[config.mk]
export PLATFORM = sky130hd
export DESIGN_NAME = lfsr_keystream_arbiter
export DESIGN_NICKNAME = d
export VERILOG_FILES = /design/src/rtl/lfsr_pkg.sv /design/src/rtl/lfsr8_core.sv /design/src/rtl/lfsr_keystream_arbiter.sv
export SDC_FILE = /design/constraint.sdc
export NUM_CORES = 1
export LEC_CHECK = 0
export BUFFER_PORTS_ARGS = -buffer_cell sky130_fd_sc_hd__buf_2
export CAP_MARGIN = 20
export CORE_MARGIN = 2
export CORE_UTILIZATION = 28
export CTS_BUF_LIST = sky130_fd_sc_hd__clkbuf_4 sky130_fd_sc_hd__clkbuf_8 sky130_fd_sc_hd__clkbuf_16
export DETAILED_ROUTE_END_ITERATION = 6
export PLACE_DENSITY = 0.52
export SETUP_SLACK_MARGIN = 0.5
export SLEW_MARGIN = 20
export SYNTH_ARGS = -nofsm -noshare
export SYNTH_HDL_FRONTEND = slang
export SYNTH_SLANG_ARGS = --single-unit
[constraint.sdc]
create_clock -name clk -period 2.1 [get_ports clk]
set_input_delay 0.315 -clock clk [delete_from_list [all_inputs] [get_ports clk]]
set_output_delay 0.315 -clock clk [all_outputs]
set_load 0.1 [all_outputs]
[src/rtl/lfsr_pkg.sv]
// Shared constants and the LFSR step function for the keystream blocks.
package lfsr_pkg;

    localparam int unsigned LFSR_W = 8;

    // Fibonacci taps for x^8 + x^6 + x^5 + x^4 + 1
    localparam int unsigned TAP_A = 7;
    localparam int unsigned TAP_B = 5;
    localparam int unsigned TAP_C = 4;
    localparam int unsigned TAP_D = 3;

    localparam logic [LFSR_W-1:0] DEFAULT_SEED = 8'h41;

    // FSM encodings kept as plain constants for legacy tooling
    localparam logic [0:0] ST_RUN        = 1'b0;
    localparam logic [0:0] ST_SEED_DRAIN = 1'b1;

    // One LFSR step: shift left, feedback into bit 0
    function automatic logic [LFSR_W-1:0] lfsr_next(input logic [LFSR_W-1:0] q);
        logic fb;
        fb = q[TAP_A] ^ q[TAP_B] ^ q[TAP_C] ^ q[TAP_D];
        return {q[LFSR_W-2:0], fb};
    endfunction

endpackage

[src/rtl/lfsr8_core.sv]
// 8-bit keystream LFSR with seed load and zero-seed substitution.
module lfsr8_core
    import lfsr_pkg::*;
#(
    parameter logic [LFSR_W-1:0] SEED_INIT = DEFAULT_SEED
) (
    input  logic              clk,
    input  logic              rst_n,
    input  logic              step,
    input  logic              load,
    input  logic [LFSR_W-1:0] seed,
    output logic [LFSR_W-1:0] state,
    output logic              err_zero_seed
);

    // Load wins over step; a zero seed would lock the LFSR, so substitute the default
    always_ff @(posedge clk or negedge rst_n) begin
        if (!rst_n) begin
            state         <= SEED_INIT;
            err_zero_seed <= 1'b0;
        end else if (load) begin
            if (seed == '0) begin
                state         <= SEED_INIT;
                err_zero_seed <= 1'b1;
            end else begin
                state         <= seed;
                err_zero_seed <= 1'b0;
            end
        end else if (step) begin
            state <= lfsr_next(state);
        end
    end

endmodule

[src/rtl/lfsr_keystream_arbiter.sv]
// Round-robin sharing of one LFSR keystream between NREQ byte requesters.
module lfsr_keystream_arbiter
    import lfsr_pkg::*;
#(
    parameter int unsigned       NREQ         = 4,
    parameter int unsigned       IDW          = 2,
    parameter logic [LFSR_W-1:0] DEFAULT_SEED = lfsr_pkg::DEFAULT_SEED
) (
    input  logic              clk,
    input  logic              rst_n,
    input  logic              seed_valid,
    input  logic [7:0]        seed_data,
    output logic              seed_ready,
    input  logic [NREQ-1:0]   req_valid,
    input  logic [NREQ*8-1:0] req_data,
    output logic [NREQ-1:0]   req_ready,
    output logic              out_valid,
    output logic [7:0]        out_data,
    output logic [IDW-1:0]    out_id,
    input  logic              out_ready,
    output logic [7:0]        lfsr_state,
    output logic              err_zero_seed
);

    logic [0:0]      state;
    logic [0:0]      state_nxt;
    logic [IDW-1:0]  rr_ptr;
    logic            slot_free_c;
    logic            grant_en_c;
    logic            grant_found_c;
    logic [NREQ-1:0] grant_oh_c;
    logic [IDW-1:0]  grant_idx_c;
    logic [7:0]      grant_data_c;

    assign slot_free_c = !out_valid || out_ready;

    // Rotating priority: first valid index at or after rr_ptr, then wrap from 0
    always_comb begin
        grant_found_c = 1'b0;
        grant_oh_c    = '0;
        grant_idx_c   = '0;
        grant_data_c  = '0;
        for (int i = 0; i < NREQ; i++) begin
            if (!grant_found_c && req_valid[i] && (IDW'(i) >= rr_ptr)) begin
                grant_found_c = 1'b1;
                grant_oh_c[i] = 1'b1;
                grant_idx_c   = IDW'(i);
                grant_data_c  = req_data[i*8 +: 8];
            end
        end
        for (int i = 0; i < NREQ; i++) begin
            if (!grant_found_c && req_valid[i]) begin
                grant_found_c = 1'b1;
                grant_oh_c[i] = 1'b1;
                grant_idx_c   = IDW'(i);
                grant_data_c  = req_data[i*8 +: 8];
            end
        end
    end

    // Seed has priority over bytes; wait in SEED_DRAIN while the output slot is blocked
    always_comb begin
        state_nxt  = state;
        seed_ready = 1'b0;
        grant_en_c = 1'b0;
        case (state)
            ST_RUN: begin
                if (seed_valid) begin
                    if (slot_free_c) begin
                        seed_ready = 1'b1;
                    end else begin
                        state_nxt = ST_SEED_DRAIN;
                    end
                end else if (slot_free_c && grant_found_c) begin
                    grant_en_c = 1'b1;
                end
            end
            ST_SEED_DRAIN: begin
                if (!seed_valid) begin
                    state_nxt = ST_RUN;
                end else if (slot_free_c) begin
                    seed_ready = 1'b1;
                    state_nxt  = ST_RUN;
                end
            end
            default: state_nxt = ST_RUN;
        endcase
        req_ready = grant_en_c ? grant_oh_c : '0;
    end

    // FSM state register
    always_ff @(posedge clk or negedge rst_n) begin
        if (!rst_n) begin
            state <= ST_RUN;
        end else begin
            state <= state_nxt;
        end
    end

    // Output slot and round-robin pointer
    always_ff @(posedge clk or negedge rst_n) begin
        if (!rst_n) begin
            out_valid <= 1'b0;
            out_data  <= '0;
            out_id    <= '0;
            rr_ptr    <= '0;
        end else if (grant_en_c) begin
            out_valid <= 1'b1;
            out_data  <= grant_data_c ^ lfsr_state;
            out_id    <= grant_idx_c;
            rr_ptr    <= (grant_idx_c == IDW'(NREQ - 1)) ? '0 : grant_idx_c + IDW'(1);
        end else if (out_ready) begin
            out_valid <= 1'b0;
        end
    end

    lfsr8_core #(
        .SEED_INIT (DEFAULT_SEED)
    ) u_lfsr (
        .clk           (clk),
        .rst_n         (rst_n),
        .step          (grant_en_c),
        .load          (seed_valid && seed_ready),
        .seed          (seed_data),
        .state         (lfsr_state),
        .err_zero_seed (err_zero_seed)
    );

endmodule
==> Word level (Yosys, flattened, before mapping) <==
Cells that the tools add are included.
{ "word_totals": {"ramBits": 0, "n_memories": 0, "out_inout_bits": 25, "inputBits": 48, "wordCells": 87, "latchBits": 0, "romBits": 0, "ff_bits": 23} }
{ "op_classes": {"eq_ne": 1, "reduce_logical": 25, "bitwise_logic": 4, "shifts": 0, "n_div": 0, "n_lt_le_gt_ge": 4, "addsub": 1, "multipliers": 0, "n_mux": 45} }
{ "op_table": {"columns": ["cell", "n"], "rows": [
  ["two-way mux 8 bit", 11],
  ["two-way mux 1 bit", 26],
  ["two-way mux 2 bit", 7],
  ["logical AND 1 bit", 13],
  ["logical NOT 1 bit", 8],
  ["logical NOT 8 bit", 1],
  ["XOR 8 bit", 1],
  ["greater-or-equal comparator 1 x 2 -> 1 bit, first input constant", 2],
  ["greater-or-equal comparator 2 bit, first input constant", 2],
  ["two-way mux 4 bit", 1],
  ["nonzero test 2 bit", 2],
  ["XOR 1 bit", 3],
  ["adder 2 x 1 -> 2 bit, second input constant", 1],
  ["equality test 2 bit, second input constant", 1],
  ["logical OR 1 bit", 1]
]} }

==> Logic depth before layout (Yosys ltp) <==
Gate-level depths: netlist (run 1).
{ "depth": {"ltp_word": 33, "ltp_mapped": 8, "ltp_nobuf": 6} }

==> Modules after synthesis <==
A second synthesis (run 1) with hierarchy kept.
{ "unflattened": {"hier_cells": 213, "hier_area_um2": 1918.1} }
{ "by_module_without_submodules": {"columns": ["module", "seq_area_each_um2", "cells_per_inst", "area_per_inst_um2", "n_inst"], "rows": [
  ["lfsr_keystream_arbiter", 350.3, 167, 1421.4, 1],
  ["lfsr8_core", 227.7, 46, 496.7, 1]
]} }

==> Worst setup path before layout (run 1) <==
No wires, ideal clock.
{ "synth_path": {"path_kind": "reg-to-output", "from": "register out_valid", "to": "output req_ready[1]", "stages_incl_launch_ff": 6, "path_buffers": 1, "slack_ns": -1.028, "arrival_time_ns": 2.813, "required_time_ns": 1.785, "cell_sequence": "dfrtp_1 > nor2b_1 > nor3_1 > nand2b_1 > buf_2 > nor2_1"} }
{ "synth_via": {"elab_chain_cells": 7} }
{ "synth_rtl": {"columns": ["element", "line_no", "text"], "rows": [
  ["from (decl)", "lfsr_keystream_arbiter.sv:17", "output logic out_valid,"],
  ["from (signal assigned)", "lfsr_keystream_arbiter.sv:103", "out_valid <= 1'b0;"],
  ["from (signal assigned)", "lfsr_keystream_arbiter.sv:108", "out_valid <= 1'b1;"],
  ["from (signal assigned)", "lfsr_keystream_arbiter.sv:113", "out_valid <= 1'b0;"],
  ["logical NOT 1 bit", "lfsr_keystream_arbiter.sv:35", "assign slot_free_c = !out_valid || out_ready;"],
  ["logical OR 1 bit", "lfsr_keystream_arbiter.sv:35", null],
  ["logical AND 1 bit", "lfsr_keystream_arbiter.sv:74", "end else if (slot_free_c && grant_found_c) begin"],
  ["two-way mux 1 bit", "lfsr_keystream_arbiter.sv:74", null],
  ["two-way mux 1 bit", "lfsr_keystream_arbiter.sv:68", "if (seed_valid) begin"],
  ["two-way mux 1 bit", "lfsr_keystream_arbiter.sv:66", "case (state)"],
  ["two-way mux 4 bit", "lfsr_keystream_arbiter.sv:88", "req_ready = grant_en_c ? grant_oh_c : '0;"],
  ["to (decl)", "lfsr_keystream_arbiter.sv:16", "output logic [NREQ-1:0] req_ready,"]
]} }
Every way passes these cells.

==> Worst setup path after layout (run 1) <==
Same ends and word-level chain as after synthesis.

==> flow_summary.toml, run 1 <==
[clock_network]
htree_levels = 1
tritoncts = "done"
clockBufferDepth = 2
clock_latency_ps = 280
clkTransAtPathRegs_ps = 90
cts_sinks = 23
cts_root_buffer = "clkbuf_8"
numCtsBuffers = 3

[yosys]
avgSynthCellArea_um2 = 7.888
synth.top_cell.area_share_pct = 27.42
netlist_area_um2 = 1917
synth.distinct_cells = 43
synth_top_family_by_area = "compound AO/OA/AOI/OAI gates"
ys_warn_count = 0
synth_adder_area_share_pct = 0
synth_edf_count = 0
synthTopCellsByCount = "nand2_1 (37), a21oi_1 (24), dfrtp_1 (21), nor2_1 (19), a22oi_1 (14)"
muxShareOfSynthArea_pct = 0
async_reset_ff_share_pct = 100.0
ys_ff_latch = 23
ys.flop_type = "dfrtp_1"
synthSimpleGateAreaFrac_pct = 24.22
synth_area_leaders = "dfrtp_1 (27%), nand2_1 (7.2%), a21oi_1 (6.3%), a22oi_1 (5.5%), nor2_1 (3.7%)"
synth_top_cell_by_area = "dfrtp_1"
synth_seq_area_share_pct = 30.16
syn-num-nets = 291
synth-xor-area-share_pct = 5.026
synth-compound-area-share_pct = 34.60
yosysMostFrequentCell = "nand2_1"
syn_inst = 243

[drt]
wl_um = 7051
num_vias = 2272
postRouteAntennaNets = 0
wl_per_cell_um = 17.16
drc = 0
dr.pass1.iters = 4
drtIter0Drc = 186
via_per_inst = 5.528

[floorplan]
rows = 30
dieWidth_um = 86.74
core-area_um2 = 6719
die_y_um = 86.74
pin_count = 73
initial_core_util_pct = 28.53
die-area_um2 = 7524

[sta]
post-route-period-util_pct = 92.35
period_minus_slack_ps = 1939
rsz0062_at_grt = "true"
fin_skew_ps = 8.327
finalMaxSlewViolations = 0
hold_viol_final = 0
setup-tns-final_ps = 0
setup_slack_ps = 160.7
slew_headroom_pct = 60.86
fmax_mhz = 515.7
setup_viol = 0
worst_pin_slew_ps = 587.1

[cells_and_area]
final-seq-area_um2 = 584.3
fin_area_um2 = 2935
drive_gt1_share_pct = 48.34
antenna_cells = 0
area_growth_pct = 53.13
nets = 380
nFillCells = 666
multi_input_area_um2 = 1451
utilization_pct = 43.69

[worst_setup_path]
cp-end-kind = "output port"
crit_family = "simple AND/OR/NAND/NOR gates"
crit_buf_inv = 2
critPathKind = "flop to output port"
arrival_ps = 1620
cp_max_fo = 3
setup.worst_path.start_class = "flop"
cpMostUsedCell = "buf_12"
cp.required_ps = 1780
cpPeakStageDelay_ps = 490
cp_cell_sequence = "nor2b_4, nor3_4, nand2b_1, buf_12, nor2_4, buf_12"
crit_slowest_cell = "dfrtp_4"

[global_routing]
grt.overflow.total = 0
grt_pass1_wl_um = 11070
grt_pass1_vias = 2214
grt_util_all_layers_pct = 18.80
antenna_found_initial = 0
grt_max_degree = 24

[place]
hpwlAfterDp_um = 5128
placed_area_um2 = 2510
gp_congestion = 0.8546
numPortBuffers = 72
post-place-ws_ps = 152.0

[pwr]
p_leak_nw = 1.259
ir_drop_mv = 0.4578
cellPowerDensity_nw_per_um2 = 1123

[min_path]
hp-class = "input pin to asynchronous set/reset pin"

[job]
drv_cap = 0

[status]
status = "finished, final reports clean"
[kinds of logic after synthesis]
group           after synthesis
xor+xnor                     11
compound gates               94
buf+inv                      21
simple gates                 94
flops                        23
[per-stage QoR]
| stage | std cells | power (mW) | hold WS, ps |
|---|---|---|---|
| after global placement | 394 | 2.742 | 344.0 |
| after CTS | 407 | 3.178 | 38.93 |
| final | 411 | 3.296 | 28.23 |
| after global routing | 411 | 3.469 | 51.65 |
| after detailed placement | 394 | 2.743 | 342.9 |
| after floorplan | 243 | 2.303 | 19.41 |
[layout make-up]
cell class | count | area share [%]
Multi-Input combinational cell | 199 | 49.45
Timing Repair Buffer | 101 | 24.94
Sequential cell | 23 | 19.91
Tap cell | 80 | 3.410
Clock buffer | 3 | 1.407
Inverter | 4 | 0.7246
Clock inverter | 1 | 0.1705
[registers in the layout, summed over array words and instances, names as in the netlist]
name                  cells
out_data                  8
out_id                    2
out_valid                 1
rr_ptr                    2
state                     1
u_lfsr.err_zero_seed      1
u_lfsr.state              8
[worst paths after layout]
check | from | end | slack, ps | depth (start not counted)
min in group clk | seed_data[5] | u_lfsr.state[5]$_DFFE_PN0P_ | 290 | 3
hold / removal | rst_n | out_data[7]$_DFFE_PN0P_ | 30 | 1
setup / recovery | out_valid$_DFFE_PN0P_ | req_ready[1] | 160 | 6
setup reg to reg | out_valid$_DFFE_PN0P_ | out_data[3]$_DFFE_PN0P_ | 290 | 7
hold reg to reg | out_id[1]$_DFFE_PN0P_ | out_id[1]$_DFFE_PN0P_ | 480 | 2
max in group asynchronous | rst_n | out_valid$_DFFE_PN0P_ | 1620 | 1
[timing repair]
item,CTS,global route
setup buffers,9,4
setup endpoints to repair,17,20
resized for setup,33,33
pin swaps,7,5
endpoints found under the hold margin,0,0
hold buffers,0,0
[layout by cell type, fill, tap and decap left out, drive strengths merged, types with 3 or more instances in the layout]
cell type  netlist  final
a31oi            6      6
o211ai           7      7
buf             13     97
clkbuf           4      7
and2             4      4
nand2           37     37
o21a             7      7
xor2             8      8
nor2            20     20
nand2b           4      4
nor4             3      3
xnor2            3      3
o311ai           5      5
a211oi           9      9
and3             3      3
a22oi           14     14
o21ai           12     12
dfrtp           21     21
inv              4      3
nand3           13     13
nor2b            3      3
nor3             3      3
a21oi           24     24
[worst reg2reg max path: stages, from the launching register on]
cell and delay [ps]:
dfrtp_4 490, nor2b_4 150, nor3_4 140, nand2b_1 130, buf_12 160, buf_12 140
a22o_1 250, a211o_1 260
[routing by layer]
layer | wire [µm] | vias up | track usage (%)
met5 | 0 | - | 0
met2 | 3338 | 76 | 30.77
met4 | 106 | 0 | 5.540
met3 | 385 | 9 | 2.000
li1 | - | 1075 | -
met1 | 3220 | 1112 | 26.16
[power breakdown]
| group | switching, mW | leakage (nW) | internal, mW |
|---|---|---|---|
| logic | 1.59 | 0.960 | 0.666 |
| clock network | 0.162 | 0.0255 | 0.133 |
| registers | 0.155 | 0.273 | 0.586 |
Power figures use the tool's default switching activity.
==> run 2, diff against run 1 <==
- BUFFER_PORTS_ARGS: -buffer_cell sky130_fd_sc_hd__buf_2 -> -buffer_cell sky130_fd_sc_hd__buf_4
==> flow_summary.toml, run 2 (same netlist as run 1, synthesis figures left out) <==
[status]
status = "finished, final reports clean"

[floorplan]
die-area_um2 = 7524
rows = 30
initial_core_util_pct = 28.53
dieWidth_um = 86.74
pin_count = 73
core-area_um2 = 6719
die_y_um = 86.74

[sta]
worst_pin_slew_ps = 396.2
fin_skew_ps = 2.266
fmax_mhz = 515.9
hold_viol_final = 0
setup-tns-final_ps = 0
rsz0062_at_grt = "true"
slew_headroom_pct = 73.37
post-route-period-util_pct = 92.30
setup_slack_ps = 161.7
finalMaxSlewViolations = 0
period_minus_slack_ps = 1938
setup_viol = 0

[pwr]
comb_power_share_pct = 69.9
p_switching_mw = 1.973
p_int_mw = 1.550
ir_drop_mv = 0.5000
cellPowerDensity_nw_per_um2 = 1070
p_sw_share_pct = 55.99
clockPowerShare_pct = 8.2
p_seq_share_pct = 21.9
p_leak_nw = 1.424

[place]
placed_area_um2 = 2592
gp_congestion = 0.7822
numPortBuffers = 72
hpwlAfterDp_um = 5067
dp_cells = 389
post-place-ws_ps = 143.2

[cells_and_area]
nets = 390
area_growth_pct = 71.74
drive_gt1_share_pct = 52.79
antenna_cells = 0
layout_commonest_cell = "buf_4"
layout_common_cells = "buf_4 (93), nand2_1 (29), a21oi_1 (21)"
fin_area_um2 = 3292
layoutNonFillerInstCount = 421
top_regs = "out_data (8), u_lfsr.state (8)"
utilization_pct = 48.99

[worst_setup_path]
arrival_ps = 1620
cp.required_ps = 1780
cp-end-kind = "output port"
reg2reg_slack_ps = 220
setup.worst_path.start_class = "flop"
r2r_start = "out_valid$_DFFE_PN0P_"
r2r-end = "out_data[3]$_DFFE_PN0P_"
critPathKind = "flop to output port"
r2r_cells = 8
cp_max_fo = 7

[global_routing]
grt_util_all_layers_pct = 19.63
grt_max_degree = 24
grt_pass1_wl_um = 11620
grt.overflow.total = 0
grt_pass1_vias = 2256
antenna_found_initial = 0

[drt]
num_vias = 2284
wl_per_cell_um = 18.06
postRouteAntennaNets = 0
wl_um = 7602
dr.pass1.iters = 4
drtIter0Drc = 107
via_per_inst = 5.425
drc = 0

[clock_network]
numCtsBuffers = 3
clock_latency_ps = 270
clockBufferDepth = 2
cts_root_buffer = "clkbuf_8"
tritoncts = "done"
htree_levels = 1
clkTransAtPathRegs_ps = 90
cts_sinks = 23

[min_path]
holdPathEnd = "u_lfsr.state[4]$_DFFE_PN0P_"
min_from = "seed_data[4]"
hold_path_depth = 3
hp-class = "input pin to flop"

[job]
drv_cap = 0
-- run 2: cell count changes in the layout (fill, tap and decap cells not counted), sizes merged --
cell         previous run  this run
buf                    97       109
clkbuf                  7         4
dlygate4sd3             0         1
-- run 2: timing repair --
| item | 4_1_cts | 5_1_grt |
|---|---|---|
| gates resized for setup | 39 | 52 |
| hold buffers | 1 | 0 |
| gates cloned | 1 | 1 |
| hold endpoints to repair | 21 | 0 |
| setup endpoints to repair | 15 | 23 |
| setup buffers | 13 | 12 |
| pin swaps | 10 | 18 |
-- run 2: worst max-delay path by stage --
stage	end	slack, ps	cells after the start	startpoint
2_1_floorplan	req_ready[1]	40	5	out_valid$_DFFE_PN0P_
3_3_place_gp	out_data[3]$_DFFE_PN0P_	180	7	rr_ptr[1]$_DFFE_PN0P_
3_5_place_dp	out_data[1]$_DFFE_PN0P_	140	7	rr_ptr[1]$_DFFE_PN0P_
4_1_cts	req_ready[1]	170	6	rr_ptr[1]$_DFFE_PN0P_
5_1_grt	req_ready[1]	120	6	out_valid$_DFFE_PN0P_
6_report	req_ready[3]	160	5	rr_ptr[1]$_DFFE_PN0P_
-- run 2: critical path, cell delays in order, from the launching register on --
cell	delay, ps
dfrtp_2	440
and2b_1	220
o21ai_2	140
and3_4	230
and2_4	160
buf_12	170
-- run 2: cell type report --
cell class | instances | area [µm²]
fill | 651 | 3427
tap | 80 | 100.1
multi-input combinational | 199 | 1539
clock inverter | 1 | 5.005
inverter | 4 | 23.77
clock buffer | 3 | 41.29
sequential | 23 | 584.3
timing repair buffer | 111 | 998.5
-- run 2: power by group through the flow --
stage	logic (mW)	registers (mW)	clock network, mW
finish	2.46	0.771	0.288
global route	2.59	0.787	0.318
CTS	2.24	0.743	0.298
detailed placement	2.05	0.757	0
global placement	2.05	0.762	0
floorplan	0.731	1.57	0
-- run 2: metrics by stage --
stage | hold WS [ps] | total power, mW
finish | 280.5 | 3.523
global route | 288.5 | 3.698
CTS | 278.8 | 3.280
detailed placement | 240.8 | 2.809
global placement | 245.7 | 2.809
floorplan | 19.41 | 2.303
-- run 2: layer usage --
layer	share of wire, %	track usage [%]	vias to the layer above
li1	-	-	1099
met1	44	27.08	1103
met2	50	33.01	74
met3	4.1	1.810	8
met4	1.4	4.972	0
met5	0	0	-
